--- src/rtl/sdr_read_responder_pkg.sv ---
// Shared constants for the tile-fetch read responder.
// Describes how one 32-bit fetch word splits into 16-bit SDRAM beats.
package sdr_read_responder_pkg;

  // Bytes carried by one SDRAM controller beat (16-bit data path).
  localparam int SDR_BEAT_BYTES = 2;

  // Bytes in one tile-fetch word (two beats).
  localparam int SDR_WORD_BYTES = 4;

  // Beats needed to assemble one fetch word.
  localparam int SDR_BEATS_PER_WORD = SDR_WORD_BYTES / SDR_BEAT_BYTES;

  // Width of the debug state output of the responder FSM.
  localparam int SDR_STATE_W = 3;

endpackage : sdr_read_responder_pkg

--- src/rtl/sdr_read_responder_if.sv ---
// Bus bundle between the tile-fetch arbiter, the read responder and one
// SDRAM controller channel.
//
// Handshake semantics (all signals sampled on posedge clk):
//   - sdr_req is a one-cycle request strobe qualified by sdr_addr; there is no
//     ready back-pressure, so requests that cannot be held are dropped and
//     flagged on the sticky overflow output.
//   - sdr_rdy is a one-cycle completion strobe; sdr_data is valid while
//     sdr_rdy=1 and holds its value afterwards.
//   - ram_rd is a one-cycle read strobe qualified by ram_addr; the controller
//     answers each strobe with exactly one ram_ack cycle carrying ram_dout,
//     after an unbounded delay.
//   - inv is a one-cycle pulse that drops the cached line.
interface sdr_read_responder_if #(
  parameter int ADDR_W = 25
) ();

  logic [ADDR_W-1:0] sdr_addr;
  logic              sdr_req;
  logic [31:0]       sdr_data;
  logic              sdr_rdy;
  logic [ADDR_W-1:0] ram_addr;
  logic              ram_rd;
  logic [15:0]       ram_dout;
  logic              ram_ack;
  logic              inv;
  logic              overflow;

  // Requester + controller side (arbiter, SDRAM controller, or a bench).
  modport master (
    output sdr_addr, sdr_req, ram_dout, ram_ack, inv,
    input  sdr_data, sdr_rdy, ram_addr, ram_rd, overflow
  );

  // Responder side.
  modport slave (
    input  sdr_addr, sdr_req, ram_dout, ram_ack, inv,
    output sdr_data, sdr_rdy, ram_addr, ram_rd, overflow
  );

endinterface : sdr_read_responder_if

--- src/rtl/sdr_read_responder.sv ---
// Tile-fetch read responder: turns each 32-bit read request into two 16-bit
// SDRAM reads (low half first), returns the assembled word, and keeps a
// single-line hit register so back-to-back fetches of the same word skip
// SDRAM. A one-entry pending register absorbs a request arriving while busy.
module sdr_read_responder
  import sdr_read_responder_pkg::*;
#(
  parameter int ADDR_W = 25,
  parameter bit HIT_EN = 1'b1
) (
  input  logic                   clk,
  input  logic                   reset,
  sdr_read_responder_if.slave    bus,
  output logic [SDR_STATE_W-1:0] dbg_state_o
);

  typedef enum logic [SDR_STATE_W-1:0] {
    ST_IDLE    = 3'd0,
    ST_RD_LO   = 3'd1,
    ST_WAIT_LO = 3'd2,
    ST_RD_HI   = 3'd3,
    ST_WAIT_HI = 3'd4,
    ST_DONE    = 3'd5
  } state_e;

  // Clears the byte-in-word bits to form the line address.
  localparam logic [ADDR_W-1:0] LINE_MASK = ~(ADDR_W'(SDR_WORD_BYTES - 1));
  // Offset of the high beat inside a line.
  localparam logic [ADDR_W-1:0] BEAT_OFS  = ADDR_W'(SDR_BEAT_BYTES);

  // FSM and registered outputs.
  state_e            state_q;
  logic [ADDR_W-1:0] la_q;
  logic [31:0]       word_q;
  logic              inv_seen_q;
  logic [31:0]       sdr_data_q;
  logic              sdr_rdy_q;
  logic [ADDR_W-1:0] ram_addr_q;
  logic              ram_rd_q;
  logic              overflow_q;

  // Pending request slot.
  logic              pend_valid_q;
  logic [ADDR_W-1:0] pend_addr_q;

  // One-line hit register.
  logic              hit_valid_q;
  logic [ADDR_W-1:0] hit_addr_q;
  logic [31:0]       hit_data_q;

  // Decoded per-cycle conditions.
  logic              is_idle;
  logic [ADDR_W-1:0] req_la;
  logic [ADDR_W-1:0] src_la;
  logic              src_valid;
  logic              hit;
  logic              serve_pend;
  logic              req_to_pend;
  logic              pend_store;
  logic              pend_drop;
  logic              store_hit;

  // Request source selection, hit lookup and pending-slot bookkeeping.
  always_comb begin
    is_idle     = (state_q == ST_IDLE);
    req_la      = bus.sdr_addr & LINE_MASK;
    // A held request is older than a fresh strobe, so it is served first.
    src_la      = pend_valid_q ? pend_addr_q : req_la;
    src_valid   = pend_valid_q | bus.sdr_req;
    // inv in the same cycle as the lookup forces a miss.
    hit         = HIT_EN && hit_valid_q && (src_la == hit_addr_q) && !bus.inv;
    serve_pend  = is_idle && pend_valid_q;
    // A new strobe is served directly only when IDLE has nothing held.
    req_to_pend = bus.sdr_req && (!is_idle || pend_valid_q);
    // The slot frees on the edge that serves it, so a strobe on that same
    // edge can take it over.
    pend_store  = req_to_pend && (!pend_valid_q || serve_pend);
    pend_drop   = req_to_pend && !pend_store;
    // Any inv since the fetch started (including this edge) blocks the store.
    store_hit   = HIT_EN && (state_q == ST_DONE) && !inv_seen_q && !bus.inv;
  end

  // Main fetch FSM with registered bus outputs.
  always_ff @(posedge clk or posedge reset) begin
    if (reset) begin
      state_q    <= ST_IDLE;
      la_q       <= '0;
      word_q     <= '0;
      inv_seen_q <= 1'b0;
      sdr_data_q <= '0;
      sdr_rdy_q  <= 1'b0;
      ram_addr_q <= '0;
      ram_rd_q   <= 1'b0;
      overflow_q <= 1'b0;
    end else begin
      sdr_rdy_q <= 1'b0;
      ram_rd_q  <= 1'b0;
      if (pend_drop) begin
        overflow_q <= 1'b1;
      end
      if (bus.inv) begin
        inv_seen_q <= 1'b1;
      end
      case (state_q)
        ST_IDLE: begin
          if (src_valid) begin
            if (hit) begin
              sdr_rdy_q  <= 1'b1;
              sdr_data_q <= hit_data_q;
            end else begin
              la_q       <= src_la;
              ram_addr_q <= src_la;
              ram_rd_q   <= 1'b1;
              inv_seen_q <= bus.inv;
              state_q    <= ST_RD_LO;
            end
          end
        end
        // ram_rd is high for the whole of this state (one cycle).
        ST_RD_LO: begin
          state_q <= ST_WAIT_LO;
        end
        ST_WAIT_LO: begin
          if (bus.ram_ack) begin
            word_q[15:0] <= bus.ram_dout;
            ram_addr_q   <= la_q | BEAT_OFS;
            ram_rd_q     <= 1'b1;
            state_q      <= ST_RD_HI;
          end
        end
        ST_RD_HI: begin
          state_q <= ST_WAIT_HI;
        end
        ST_WAIT_HI: begin
          if (bus.ram_ack) begin
            word_q[31:16] <= bus.ram_dout;
            state_q       <= ST_DONE;
          end
        end
        ST_DONE: begin
          sdr_rdy_q  <= 1'b1;
          sdr_data_q <= word_q;
          state_q    <= ST_IDLE;
        end
        default: begin
          state_q <= ST_IDLE;
        end
      endcase
    end
  end

  // Pending slot: filled by a strobe that cannot be served now, emptied
  // when IDLE picks it up.
  always_ff @(posedge clk or posedge reset) begin
    if (reset) begin
      pend_valid_q <= 1'b0;
      pend_addr_q  <= '0;
    end else if (pend_store) begin
      pend_valid_q <= 1'b1;
      pend_addr_q  <= req_la;
    end else if (serve_pend) begin
      pend_valid_q <= 1'b0;
    end
  end

  // Hit register: loaded on DONE, dropped by inv (inv wins a tie).
  always_ff @(posedge clk or posedge reset) begin
    if (reset) begin
      hit_valid_q <= 1'b0;
      hit_addr_q  <= '0;
      hit_data_q  <= '0;
    end else begin
      if (bus.inv) begin
        hit_valid_q <= 1'b0;
      end else if (store_hit) begin
        hit_valid_q <= 1'b1;
      end
      if (store_hit) begin
        hit_addr_q <= la_q;
        hit_data_q <= word_q;
      end
    end
  end

  assign bus.sdr_data  = sdr_data_q;
  assign bus.sdr_rdy   = sdr_rdy_q;
  assign bus.ram_addr  = ram_addr_q;
  assign bus.ram_rd    = ram_rd_q;
  assign bus.overflow  = overflow_q;
  assign dbg_state_o   = state_q;

endmodule : sdr_read_responder

--- src/flat_wrapper.sv ---
// flat-port wrapper written by rule: the top's interface ports become plain ports
module sdr_read_responder_flat import sdr_read_responder_pkg::*;
#(
  parameter int ADDR_W = 25,
  parameter bit HIT_EN = 1'b1
)
  (clk, reset, dbg_state_o, bus_sdr_addr, bus_sdr_req, bus_ram_dout, bus_ram_ack, bus_inv, bus_sdr_data, bus_sdr_rdy, bus_ram_addr, bus_ram_rd, bus_overflow);
  sdr_read_responder_if #(.ADDR_W(ADDR_W)) bus_i ();
  input  logic clk;
  input  logic reset;
  output logic [SDR_STATE_W-1:0] dbg_state_o;
  input wire logic [$bits(bus_i.sdr_addr)-1:0] bus_sdr_addr;
  input wire logic [$bits(bus_i.sdr_req)-1:0] bus_sdr_req;
  input wire logic [$bits(bus_i.ram_dout)-1:0] bus_ram_dout;
  input wire logic [$bits(bus_i.ram_ack)-1:0] bus_ram_ack;
  input wire logic [$bits(bus_i.inv)-1:0] bus_inv;
  output wire logic [$bits(bus_i.sdr_data)-1:0] bus_sdr_data;
  output wire logic [$bits(bus_i.sdr_rdy)-1:0] bus_sdr_rdy;
  output wire logic [$bits(bus_i.ram_addr)-1:0] bus_ram_addr;
  output wire logic [$bits(bus_i.ram_rd)-1:0] bus_ram_rd;
  output wire logic [$bits(bus_i.overflow)-1:0] bus_overflow;
  assign bus_i.sdr_addr = bus_sdr_addr;
  assign bus_i.sdr_req = bus_sdr_req;
  assign bus_i.ram_dout = bus_ram_dout;
  assign bus_i.ram_ack = bus_ram_ack;
  assign bus_i.inv = bus_inv;
  assign bus_sdr_data = bus_i.sdr_data;
  assign bus_sdr_rdy = bus_i.sdr_rdy;
  assign bus_ram_addr = bus_i.ram_addr;
  assign bus_ram_rd = bus_i.ram_rd;
  assign bus_overflow = bus_i.overflow;
  sdr_read_responder #(.ADDR_W(ADDR_W), .HIT_EN(HIT_EN)) u_core (.clk(clk), .reset(reset), .bus(bus_i), .dbg_state_o(dbg_state_o));
endmodule
--- config.mk ---
export PLATFORM = sky130hd
export DESIGN_NAME = sdr_read_responder_flat
export DESIGN_NICKNAME = d
export VERILOG_FILES = /design/src/rtl/sdr_read_responder_pkg.sv /design/src/rtl/sdr_read_responder_if.sv /design/src/rtl/sdr_read_responder.sv /design/src/flat_wrapper.sv
export SDC_FILE = /design/constraint.sdc
export NUM_CORES = 1
export LEC_CHECK = 0
export ABC_AREA = 0
export ABC_CLOCK_PERIOD_IN_PS = 12900
export BUFFER_PORTS_ARGS = -buffer_cell sky130_fd_sc_hd__buf_2
export CAP_MARGIN = 40
export CORE_ASPECT_RATIO = 1.25
export CORE_MARGIN = 5
export CORE_UTILIZATION = 62
export DETAILED_ROUTE_END_ITERATION = 6
export PLACE_DENSITY_LB_ADDON = 0.12
export SETUP_SLACK_MARGIN = 0.15
export SYNTH_ARGS = -nofsm -noshare
export SYNTH_HDL_FRONTEND = slang
export SYNTH_SLANG_ARGS = --single-unit
--- constraint.sdc ---
create_clock -name clk -period 12.9 [get_ports clk]
set_input_delay 1.29 -clock clk [delete_from_list [all_inputs] [get_ports clk]]
set_output_delay 1.29 -clock clk [all_outputs]
set_load 0.005 [all_outputs]
==> impl_metrics.tcl <==
set metrics [dict create \
    clock.fmax_ghz 0.265 \
    ios 109 \
    peakVddDrop_mv 0.122 \
    status "complete, no violations" \
    fill_cells 929 \
    rows 47 \
    ff2ff_setup_slack_ns 9.13 \
    clk_latency_ns 0.43 \
    endpoint_kind "flip-flop" \
    final_common_cell "dfrtp_1" \
    cts_buffers 17 \
    finalCriticalPeriod_ns 3.77 \
    die_y_microns 141 \
    grt_pass1_wl_microns 28600 \
    hold_viol 0 \
    drive_above_1_share_pct 38.3 \
    total_leakage_power_nw 4.48 \
    synth_cell_types 33 \
    hold_path.class "flip-flop to flip-flop" \
    period_share_pct 29.2 \
    register_area_sq_um 4950 \
    cts_root_buf "clkbuf_16" \
    die_x_microns 115 \
    n_antenna_cell 0 \
    synth-seq-area-share_pct 58.5 \
    final_cell_mix "198 x dfrtp_1, 133 x mux2_2, 105 x buf_2, 58 x nor2_1, 55 x a21oi_1" \
    critPathKind "flip-flop to flip-flop" \
    htree_levels 4 \
    cts.repair.resized 0 \
    clk_path_buf_depth 2 \
    avgRoutedWirePerCell_microns 18.6 \
    cap_violations 0 \
    grt_pass1_vias 5857 \
    syn_to_final_growth_pct 14.7 \
    rsz0062_at_grt "no" \
    drv_slew 0 \
    portBuffers 105 \
    crit_arrival_ns 4.08 \
    clk_pin_slew_worst_paths_ns 0.07 \
    viasPerCell 5.73 \
    gp_congestion 0.763 \
    cp.required_ns 13.21 \
    post_cts_buffers 0 \
    dp_hpwl_microns 11600 \
    drc 0 \
    multi_input_area_sq_um 3280 \
    vias 5325 \
    synth_ff_type "dfrtp_1" \
    ys_seq_elements 198 \
    ys_warn_count 0 \
    min_from "u_core.bus.overflow" \
    clkSinkCount 198 \
    synth.avg_cell_area_sq_um 13.0 \
    routed_wl_microns 17300 \
    synth_fp_nets 698 \
    hold_depth 1 \
    ant_nets 0 \
    drt_iter0_markers 216 \
    first_pass_iters 5 \
    grt_max_degree 127 \
    finalSetupTns_ns 0 \
    grt_use_total_pct 22.6 \
    reg2regPathDepth 8 \
    cts_tree "built" \
    synth_edf_count 0 \
    antenna_found_initial 1 \
    overflow 0 \
    final_area_sq_um 9710 \
    min_to "u_core.bus.overflow" \
    hold_buffers 0 \
    postSynth.asyncResetShare_pct 100 \
    cp_max_fo 24 \
    fin_nets 793 \
    max_slew_margin_pct 41.4 \
    skew_ns 0.00932 \
    placed_cell_area_sq_um 9100 \
    timing.rr.end "u_core.bus.ram_addr[17]" \
    start_util_pct 63.4 \
    core_sq_um 13300 \
    tightest_slew_ns 0.879 \
    die_area_sq_um 16100 \
    timing.rr.start "u_core.pend_valid_q" \
    start_kind "flip-flop" \
    finalSetupViolations 0 \
    syn_area_sq_um 8470 \
    power_density_nw_per_um2 262 \
    synthCells 652 \
]
-- critical path: stages (launching register included) --
cell and delay [ns]:
dfrtp_1 0.84, buf_4 0.43, mux2i_1 0.40, xnor2_1 0.16, nor4_1 0.31, nand4_1 0.21, o21bai_4 0.50, nand2_4 0.38
mux2_2 0.40
-- registers in the layout (all words and copies together), names as in the netlist --
name	cells
u_core.hit_data_q	32
u_core.la_q	23
u_core.pend_valid_q	1
u_core.hit_addr_q	23
u_core.bus.ram_addr	24
u_core.bus.overflow	1
u_core.bus.ram_rd	1
u_core.dbg_state_o	3
u_core.hit_valid_q	1
u_core.inv_seen_q	1
u_core.bus.sdr_rdy	1
u_core.word_q	32
u_core.bus.sdr_data	32
u_core.pend_addr_q	23
-- area by class of cell --
cell class / count / area share [%]
clock inverters: 8 / 1.25
clock buffers: 23 / 5.03
inverters: 2 / 0.155
repair buffers: 114 / 6.60
flip-flops and latches: 198 / 51.0
well taps: 171 / 2.20
multi-input cells: 414 / 33.7
-- where the power goes --
| group | switching [mW] | total, mW | internal [mW] |
|---|---|---|---|
| clock | 0.223 | 0.548 | 0.324 |
| combinational | 0.440 | 0.912 | 0.472 |
| sequential | 0.183 | 1.09 | 0.906 |
| total | 0.846 | 2.55 | 1.70 |
-- cell families (layout without fill, tap and decap cells) --
group / count (synthesis) / in the layout / synth area share [%]
AOI/OAI and AO/OA: 86 / 86 / 5.33
xor gates and xnor gates: 26 / 26 / 2.69
buffers and inverters: 40 / 147 / 2.79
DFF: 198 / 198 / 58.5
muxes: 188 / 188 / 24.6
other: 1 / 1 / 0.0443
and+or+nand+nor: 113 / 113 / 5.97
-- worst max-delay path by stage --
stage	from	end	depth (start not counted)	slack, ns
finish	u_core.pend_valid_q	u_core.bus.ram_addr[17]	8	9.13
global route	u_core.pend_valid_q	u_core.bus.ram_addr[17]	8	8.88
CTS	u_core.pend_valid_q	u_core.bus.ram_addr[17]	8	9.14
detailed placement	bus_sdr_addr[13]	u_core.bus.ram_addr[23]	8	9.17
global placement	bus_sdr_addr[19]	u_core.bus.ram_addr[4]	8	8.67
floorplan	reset	u_core.bus.overflow	1	6.21
-- cells in the mapped netlist, types with 2 or more instances --
library cell | n | area (sq um)
nand3b_1 | 2 | 15.0
buf_1 | 3 | 11.3
buf_2 | 2 | 10.0
nor4_1 | 12 | 75.1
a21oi_1 | 55 | 275
nand4_1 | 2 | 12.5
buf_8 | 3 | 45.0
dfrtp_1 | 198 | 4950
o21ai_0 | 27 | 135
nand2_1 | 30 | 113
mux2i_2 | 7 | 96.3
clkbuf_1 | 24 | 90.1
mux2_2 | 133 | 1500
nand2b_1 | 3 | 18.8
xnor2_1 | 26 | 228
nor2_1 | 58 | 218
inv_1 | 2 | 7.51
buf_6 | 4 | 45.0
mux2i_1 | 47 | 470
-- layer usage --
layer	track usage, %	part of all wire (%)	vias up
met5	0	0.040	-
met4	9.26	2.4	2
met3	7.07	5.4	32
met2	39.0	53	113
met1	26.0	39	2721
li1	-	-	2457
-- through the flow --
stage | setup slack (ns) | utilization [%] | hold WS [ns] | total power [mW] | std cells
after global routing | 8.88 | 72.7 | 0.518 | 2.72 | 930
final | 9.13 | 72.7 | 0.486 | 2.55 | 930
after detailed placement | 9.17 | 68.2 | 0.473 | 2.02 | 899
after floorplan | 6.21 | - | 0.443 | 1.72 | 652
after CTS | 9.14 | 72.7 | 0.491 | 2.57 | 930
after global placement | 8.67 | 67.7 | 0.453 | 1.93 | 896
(Power assumes the default switching activity.)
